===== config.mk =====
export PLATFORM = sky130hd
export DESIGN_NAME = pc_branch_unit
export DESIGN_NICKNAME = d
export VERILOG_FILES = /design/src/rtl/branch_pkg.sv /design/src/rtl/branch_decide.sv /design/src/rtl/pc_branch_unit.sv
export SDC_FILE = /design/constraint.sdc
export NUM_CORES = 1
export LEC_CHECK = 0
export BUFFER_PORTS_ARGS = -buffer_cell sky130_fd_sc_hd__buf_4
export CAP_MARGIN = 20
export CORE_MARGIN = 2
export CORE_UTILIZATION = 33
export DETAILED_ROUTE_END_ITERATION = 6
export SLEW_MARGIN = 25
export SYNTH_ARGS = -nofsm -noshare
export SYNTH_HDL_FRONTEND = slang
export SYNTH_SLANG_ARGS = --single-unit

===== constraint.sdc =====
create_clock -name clk -period 4 [get_ports clk]
set_input_delay 0.8 -clock clk [delete_from_list [all_inputs] [get_ports clk]]
set_output_delay 0.8 -clock clk [all_outputs]
set_load 0.1 [all_outputs]

===== src/rtl/branch_pkg.sv =====
// Shared definitions for the PC / branch resolution unit.
//   btype_t : branch type encoding carried on ex_btype
//   state_t : control FSM states (RUN accepts resolutions, FLUSH squashes)
//   PC_STEP : sequential fetch increment in bytes
package branch_pkg;

  typedef enum logic [2:0] {
    BT_NONE = 3'd0,
    BT_BEQ  = 3'd1,
    BT_BNE  = 3'd2,
    BT_JAL  = 3'd3,
    BT_JALR = 3'd4
  } btype_t;

  typedef enum logic {
    RUN   = 1'b0,
    FLUSH = 1'b1
  } state_t;

  localparam int PC_STEP = 4;

endpackage


===== src/rtl/branch_decide.sv =====
// Combinational taken/target decision for one resolving instruction.
// Ports:
//   btype  in  3   branch type (btype_t encoding, 5-7 behave as BT_NONE)
//   EQ     in  1   ALU equality flag
//   ex_pc  in  DW  PC of the resolving instruction
//   ex_imm in  DW  sign-extended offset
//   ALUout in  DW  ALU result, JALR target before alignment
//   taken  out 1   redirect required
//   target out DW  redirect address, bit 0 always cleared
module branch_decide
  import branch_pkg::*;
#(
  parameter int DATA_WIDTH = 32
) (
  input  logic [2:0]            btype,
  input  logic                  EQ,
  input  logic [DATA_WIDTH-1:0] ex_pc,
  input  logic [DATA_WIDTH-1:0] ex_imm,
  input  logic [DATA_WIDTH-1:0] ALUout,
  output logic                  taken,
  output logic [DATA_WIDTH-1:0] target
);

  localparam logic [DATA_WIDTH-1:0] ALIGN_MASK = ~{{(DATA_WIDTH-1){1'b0}}, 1'b1};

  logic [DATA_WIDTH-1:0] target_raw;

  always_comb begin
    taken = 1'b0;
    case (btype)
      BT_BEQ:          taken = EQ;
      BT_BNE:          taken = !EQ;
      BT_JAL, BT_JALR: taken = 1'b1;
      default:         taken = 1'b0;
    endcase
  end

  // The add wraps modulo 2^DATA_WIDTH, so negative offsets come out right.
  assign target_raw = (btype == BT_JALR) ? ALUout : (ex_pc + ex_imm);
  assign target     = target_raw & ALIGN_MASK;

endmodule


===== src/rtl/pc_branch_unit.sv =====
// Fetch PC register plus branch resolution and wrong-path flush control.
// After a taken resolution the PC is redirected and flush is held for
// FLUSH_CYCLES cycles, during which new resolutions are refused.
// Optional feature macro: BRANCH_STATS_EN adds resolved_cnt / taken_cnt.
// Ports:
//   clk, rst_n        clock, asynchronous active-low reset
//   stall             hold PC this cycle (a taken redirect still wins)
//   ex_valid/ex_ready resolution handshake; ex_ready=1 only in RUN
//   ex_btype          branch type (btype_t)
//   ex_pc, ex_imm     PC and offset of the resolving instruction
//   ALUout, EQ        ALU result (JALR target) and equality flag
//   pc                current fetch PC
//   flush             squash younger in-flight instructions
//   resolved_cnt      (BRANCH_STATS_EN) saturating count of real branch resolutions
//   taken_cnt         (BRANCH_STATS_EN) saturating count of taken resolutions
module pc_branch_unit
  import branch_pkg::*;
#(
  parameter int                    DATA_WIDTH   = 32,
  parameter logic [DATA_WIDTH-1:0] RESET_PC     = '0,
  parameter int                    FLUSH_CYCLES = 2
) (
  input  logic                  clk,
  input  logic                  rst_n,
  input  logic                  stall,
  input  logic                  ex_valid,
  output logic                  ex_ready,
  input  logic [2:0]            ex_btype,
  input  logic [DATA_WIDTH-1:0] ex_pc,
  input  logic [DATA_WIDTH-1:0] ex_imm,
  input  logic [DATA_WIDTH-1:0] ALUout,
  input  logic                  EQ,
`ifdef BRANCH_STATS_EN
  output logic [31:0]           resolved_cnt,
  output logic [31:0]           taken_cnt,
`endif
  output logic [DATA_WIDTH-1:0] pc,
  output logic                  flush
);

  localparam int CNT_W = (FLUSH_CYCLES > 1) ? $clog2(FLUSH_CYCLES) : 1;
  localparam logic [CNT_W-1:0] CNT_LOAD = CNT_W'(FLUSH_CYCLES - 1);

  generate
    if (FLUSH_CYCLES < 1) begin : g_bad_flush_cycles
      $error("pc_branch_unit: FLUSH_CYCLES must be >= 1");
    end
  endgenerate

  state_t                state_reg, state_next;
  logic [CNT_W-1:0]      cnt_reg, cnt_next;
  logic [DATA_WIDTH-1:0] pc_reg, pc_next;

  logic                  taken;
  logic [DATA_WIDTH-1:0] target;
  logic                  fire;
  logic                  redirect;

  branch_decide #(
    .DATA_WIDTH(DATA_WIDTH)
  ) u_decide (
    .btype (ex_btype),
    .EQ    (EQ),
    .ex_pc (ex_pc),
    .ex_imm(ex_imm),
    .ALUout(ALUout),
    .taken (taken),
    .target(target)
  );

  // Handshake outputs decode registered state only.
  assign ex_ready = (state_reg == RUN);
  assign flush    = (state_reg == FLUSH);
  assign pc       = pc_reg;

  assign fire     = ex_valid && ex_ready;
  assign redirect = fire && taken;

  always_ff @(posedge clk or negedge rst_n) begin
    if (!rst_n) begin
      state_reg <= RUN;
      cnt_reg   <= '0;
      pc_reg    <= RESET_PC;
    end else begin
      state_reg <= state_next;
      cnt_reg   <= cnt_next;
      pc_reg    <= pc_next;
    end
  end

  always_comb begin
    state_next = state_reg;
    cnt_next   = cnt_reg;

    // Redirect beats stall; otherwise sequential fetch.
    if (redirect)
      pc_next = target;
    else if (stall)
      pc_next = pc_reg;
    else
      pc_next = pc_reg + DATA_WIDTH'(PC_STEP);

    case (state_reg)
      RUN: begin
        if (redirect) begin
          state_next = FLUSH;
          cnt_next   = CNT_LOAD;
        end
      end
      FLUSH: begin
        // The counter runs regardless of stall so flush length is fixed.
        if (cnt_reg == '0)
          state_next = RUN;
        else
          cnt_next = cnt_reg - 1'b1;
      end
      default: begin
        state_next = RUN;
        cnt_next   = '0;
      end
    endcase
  end

`ifdef BRANCH_STATS_EN
  logic real_branch;

  // Codes 5-7 are not branches and are not counted.
  assign real_branch = (ex_btype == BT_BEQ) || (ex_btype == BT_BNE) ||
                       (ex_btype == BT_JAL) || (ex_btype == BT_JALR);

  always_ff @(posedge clk or negedge rst_n) begin
    if (!rst_n) begin
      resolved_cnt <= '0;
      taken_cnt    <= '0;
    end else begin
      if (fire && real_branch && (resolved_cnt != 32'hFFFF_FFFF))
        resolved_cnt <= resolved_cnt + 32'd1;
      if (redirect && (taken_cnt != 32'hFFFF_FFFF))
        taken_cnt <= taken_cnt + 32'd1;
    end
  end
`endif

endmodule


== Yosys cells after proc, flatten, opt, wreduce, memory -nomap -nowiden ==
Cells that the tools add are included.
W data, S select, Z words.
Operators by class
  $add $sub $neg: 3
  equality and inequality tests: 6
  divide/modulo/power cells: 0
  shift operators: 0
  bitwise operators: 1
  muxes and demuxes: 10
  reductions and logical operators: 4
  magnitude comparators: 0
  multiply operators: 0
Operators by type and width (number)
  $mux W32: 3
  $add A32 B3 Y32 const B: 1
  $add A32 B32 Y32: 1
  $eq A3 B2 Y1 const B: 2
  $mux W1: 4
  $ne A2 B1 Y1 const B: 2
  $pmux W1 S2: 2
  $eq A3 B1 Y1 const B: 1
  $eq A3 B3 Y1 const B: 1
  $pmux W1 S3: 1
  $logic_and A1 B1 Y1: 2
  $reduce_or A2 Y1: 1
  $logic_not A1 Y1: 1
  $not A1 Y1: 1
  $sub A1 B1 Y1 const B: 1
Word-level totals
  latch bits: 0
  bits in writable memories: 0
  memories: 0
  ROM bits: 0
  output and inout bits: 34
  bits in registers: 34

== Depth between registers and ports, before layout ==
  depth after elaboration: 6
  gate-level depth with buffers: 10
  depth with buffers taken out: 10

== Cells and area by module ==
From an unflattened synthesis, not the netlist that was laid out.
Second synthesis, totals
  cell total of the unflattened synthesis: 534
  area, all modules: 4066.4 um2
Modules (own cells, without submodules)
  branch_decide: cells each 332, sequential area each 0.0 um2, instances 1, area each 2179.6 um2
  pc_branch_unit: cells each 202, sequential area each 850.8 um2, instances 1, area each 1886.8 um2

== Worst setup path after synthesis ==
OpenSTA, ideal clock, no wires.
  kind: in2reg
  start: in ex_pc[0]
  end: reg pc_reg[26], in the netlist pc[26]
  arrival: 3.120 ns
  slack: 0.787 ns
  cell stages on the path: 10
  path buffers: 0
  cell sequence: and2_1 fa_1 a21o_1 a221oi_2 o211a_1 o41ai_2 a41o_2 a311oi_1 xor2_1 a221oi_2
On the way
  cells in the longest elaborated chain, start to end: 3
Ends and longest elaborated chain
  start: declaration: line pc_branch_unit.sv:29  | input logic [DATA_WIDTH-1:0] ex_pc,
  $add A32 B32 Y32: line branch_decide.sv:39  | assign target_raw = (btype == BT_JALR) ? ALUout : (ex_pc + ex_imm);
  $mux W32: line branch_decide.sv:39
  $mux W32: line pc_branch_unit.sv:96  | if (redirect)
  end signal: assignment: line pc_branch_unit.sv:87  | pc_reg <= pc_next;
  end: declaration: line pc_branch_unit.sv:52  | logic [DATA_WIDTH-1:0] pc_reg, pc_next;
No other way between the ends.
A chain may end at the register's enable or synchronous reset.

== Worst setup path after layout ==
  start: in ex_pc[0]
  end: reg pc_reg[24], in the netlist pc[24]
The elaborated chain is that of the path after synthesis.

==> flow_results.org <==
** Synthesis
- Largest area contributor in the netlist :: sky130_fd_sc_hd__dfrtp_1
- Post-synth design cell area :: 3700 um2
- After synthesis, the mean cell area works out to 8.078 um2.
- The number of nets in the synthesized netlist is about 590.
- Sequential element share of the synthesized area :: 0.2232
- The share of synthesized area in the top cell type comes to 0.2232.
- Post-Syn Instances :: 458
- Async set-reset flop share out of synthesis :: 1.000
- Yosys mapped a number of flops with a built-in enable equal to 0.
- Count of different cell masters after synthesis :: 61
- Number of warnings printed during yosys synthesis :: 0
- In the synthesized netlist the dominant register cell turns out to be sky130_fd_sc_hd__dfrtp_1.
- Flip-flop and latch count after synthesis :: 33
- By area the synthesized netlist is led by sky130_fd_sc_hd__dfrtp_1 22%, sky130_fd_sc_hd__ha_1 10%, sky130_fd_sc_hd__xor2_1 8.3%, sky130_fd_sc_hd__a21oi_1 5.1%, sky130_fd_sc_hd__nand2_1 5.0%.

** Critical path
- The number of cells on the worst reg-to-reg path is 8.
- Arr. time, crit path :: 3500 ps
- Of all nets on the critical path, the largest fanout is 7.
- Crit Path Category :: in2reg
- Kind of launch point of the worst setup path :: input port
- The worst setup path is captured at a flop.
- Reg-to-reg slack, setup :: 1790 ps
- CP required :: 4130 ps

** STA
- Final setup fails :: 0
- For the pin with the worst max-slew slack, the measured transition is about 760 ps.
- Setup repair after global routing left no endpoint under its margin.
- The number of slew-limit violations in the final report was 0.
- The number of hold violations in the final report is 0.
- Max frequency :: 296.9 MHz
- Worst clock skew :: a little under 8 ps
- In this run the tightest slew margin relative to its limit is 0.4923.
- Subtracting the final worst setup slack from the clock period gives 3368 ps.
- Setup Total Neg Slack :: 0 ps
- Final Cycle Share :: 0.8420

** Clock tree
- Clock edge transition at the registers on the reported setup and hold paths :: 60 ps
- Post-CTS repair changed the size of 0 cells.
- CTS Buf Count :: 5
- The clock drives 33 sinks.
- Post-CTS timing repair inserted 0 buffers for setup.
- The cell sitting at the root of the clock tree is a sky130_fd_sc_hd__clkbuf_8.
- Worst-case clock buffer depth :: 2
- For this design, the CTS-stage hold fixing added 0 buffers.
- Latest clock arrival within the worst-skew pair :: about 290 ps
- TritonCTS built the clock tree.
- The H-tree was split into 2 levels.

** Floorplan
- IO Count :: 138
- For this configuration, the core starts out at a cell density of 0.3398.
- After floorplanning, the core was divided into 38 placement rows.
- Y dimension of the die :: around 110 um
- Measured along the x axis, the die boundary spans 109.9 um.
- The floorplan step defined a die boundary enclosing 12070 um2.
- The floorplan step defined a core boundary enclosing about 11000 um2.

** Power and ir drop
- Switching share of total power :: 0.5899
- The share of total power dissipated in the clock network is 0.113.
- Of the total power, combinational logic draws 0.668.
- The worst-case IR drop observed on VDD is 0.0004445 V.
- Cell leakage power :: 2.246 nW
- The internal power of the cells totals between 1 and 1.5 mW.
- Summed over all nets, the switching power comes to 1.696 mW.
- After layout, the design draws a total of ~2.9 mW.
- The share of total power dissipated in sequential elements is 0.219.
- Power density normalized to cell area :: 581.6 nW/um2

** Placement
- The congestion estimate from routability-driven global placement came to 0.8559.
- During placement, the flow inserted port buffers numbering 135.
- Hpwl dp :: 9091 um

** Worst hold path
- The min-delay analysis places its worst path in the category in2async.

** Route
- Number of routed nets with antenna violations :: 0
- The detailed router placed approximately 3.8k vias in this run.
- After detailed routing, the number of vias per cell comes to around 5.3.
- The first detailed-routing pass ran for 4 iterations.
- In the routed design, unresolved DRC markers number 0.
- Routed wire length per instance :: 15.35 um
- Violation count after the first detailed-routing iteration :: 195
- After detailed routing, the total wire length is between 10000 and 15000 um.

** Global routing
- GR Util All Layers :: 0.1822
- Global-route wire length before repair :: 17390 um
- Via count of the first global-routing pass :: 3614
- The initial antenna violation count is 0.
- Overall overflow remaining after global route :: 0
- Entering global routing, the biggest net connects 34 pins.

** Finish
- Count of antenna diodes in the layout :: 0
- Net count, final :: 724
- Area growth syn-to-layout :: 33.58%
- Most frequent cells in the layout :: 140 x sky130_fd_sc_hd__buf_4, 49 x sky130_fd_sc_hd__nand2_1, 38 x sky130_fd_sc_hd__a21oi_1
- The register with the most flip-flops in the layout has 31 of them.
- Share of layout cells above drive strength 1 :: 0.2852
- Fill cells :: about 1.1k
- The library cell used most frequently in the layout, excluding fill and tap cells, is sky130_fd_sc_hd__buf_4.

** Flow run
- The tool flagged a number of max-cap violations equal to 0.

** Outcome
- The flow ran to the end, and the final reports show no timing, DRC or antenna violations.
==> power by group through the flow <==
| stage | sequential [mW] | combinational [mW] | clock [mW] |
|---|---|---|---|
| finish | 0.629 | 1.92 | 0.325 |
| global route | 0.652 | 2.02 | 0.342 |
| CTS | 0.627 | 1.93 | 0.331 |
| detailed placement | 0.632 | 1.92 | 0 |
| global placement | 0.623 | 1.91 | 0 |
| floorplan | 1.55 | 0.528 | 0 |
==> layer usage <==
| layer | wire, um | vias up | global-route usage |
|---|---|---|---|
| met5 | 0 | - | 0 |
| met4 | 184 | 0 | 0.04340 |
| met3 | 425 | 12 | 0.01660 |
| met2 | 5271 | 91 | 0.3024 |
| met1 | 5306 | 1768 | 0.2542 |
| li1 | - | 1957 | - |
==> stage by stage <==
| step | setup slack, ps | hold WS (ps) | cell area, um2 | utilization | cells |
|---|---|---|---|---|---|
| 2_1_floorplan | 786.5 | 477.7 | 3700 | - | 458 |
| 3_3_place_gp | 343.4 | 492.3 | 4826 | 0.4432 | 721 |
| 3_5_place_dp | 333.7 | 520.3 | 4826 | 0.4432 | 721 |
| 4_1_cts | 632.8 | 467.2 | 4942 | 0.4539 | 729 |
| 5_1_grt | 447.1 | 484.6 | 4942 | 0.4539 | 729 |
| 6_report | 631.9 | 460.5 | 4942 | 0.4539 | 729 |
==> layout make-up <==
class                   instances  area (um2)  area share
clock buffers                   7       86.33     0.01747
clock inverters                 1       30.03    0.006076
inverters                      11       41.29    0.008354
multi-input cells             397        2733      0.5529
flip-flops and latches         33       825.8      0.1671
well taps                     140       175.2     0.03544
repair buffers                140        1051      0.2127
==> final timing paths <==
check,start,to
max in group asynchronous,rst_n,pc[20]$_DFFE_PN0P_
min in group clk,cnt_reg$_DFFE_PN0P_,cnt_reg$_DFFE_PN0P_
setup / recovery,ex_pc[0],pc[24]$_DFFE_PN0P_
setup reg to reg,pc[2]$_DFFE_PN0P_,pc[28]$_DFFE_PN0P_
hold reg to reg,cnt_reg$_DFFE_PN0P_,cnt_reg$_DFFE_PN0P_
hold / removal,rst_n,pc[29]$_DFFE_PN0P_
==> cells in the mapped netlist, drive strengths merged, types with 8 or more instances <==
cell	number
nand2	49
a21oi	40
xor2	35
dfrtp	33
ha	31
nor2	31
o21ai	27
nand3	18
a21o	16
clkbuf	14
xnor2	14
a211oi	12
a31oi	11
inv	11
and2	9
and3	9
nand4	9
or3	9
nor3	8
==> kinds of logic (layout without fill, tap and decap cells) <==
family,count (synthesis),after routing,synth area share
AOI/OAI and AO/OA,151,151,0.2875
xor gates and xnor gates,49,49,0.1160
adders and majority gates,32,32,0.1102
buffers and inverters,28,159,0.03889
DFF,33,33,0.2232
muxes,4,4,0.01082
other,1,1,0.001014
and+or+nand+nor,160,160,0.2124
==> worst max-delay path, cell delays in order <==
cell and delay, ps:
sky130_fd_sc_hd__buf_4 110, sky130_fd_sc_hd__and2_1 150, sky130_fd_sc_hd__fa_1 400, sky130_fd_sc_hd__a21o_1 220, sky130_fd_sc_hd__a221oi_2 330, sky130_fd_sc_hd__o211a_1 280, sky130_fd_sc_hd__o41ai_2 140, sky130_fd_sc_hd__a41o_2 360
sky130_fd_sc_hd__a311oi_1 320, sky130_fd_sc_hd__xor2_1 260, sky130_fd_sc_hd__a21oi_1 100
(Power assumes the default switching activity.)
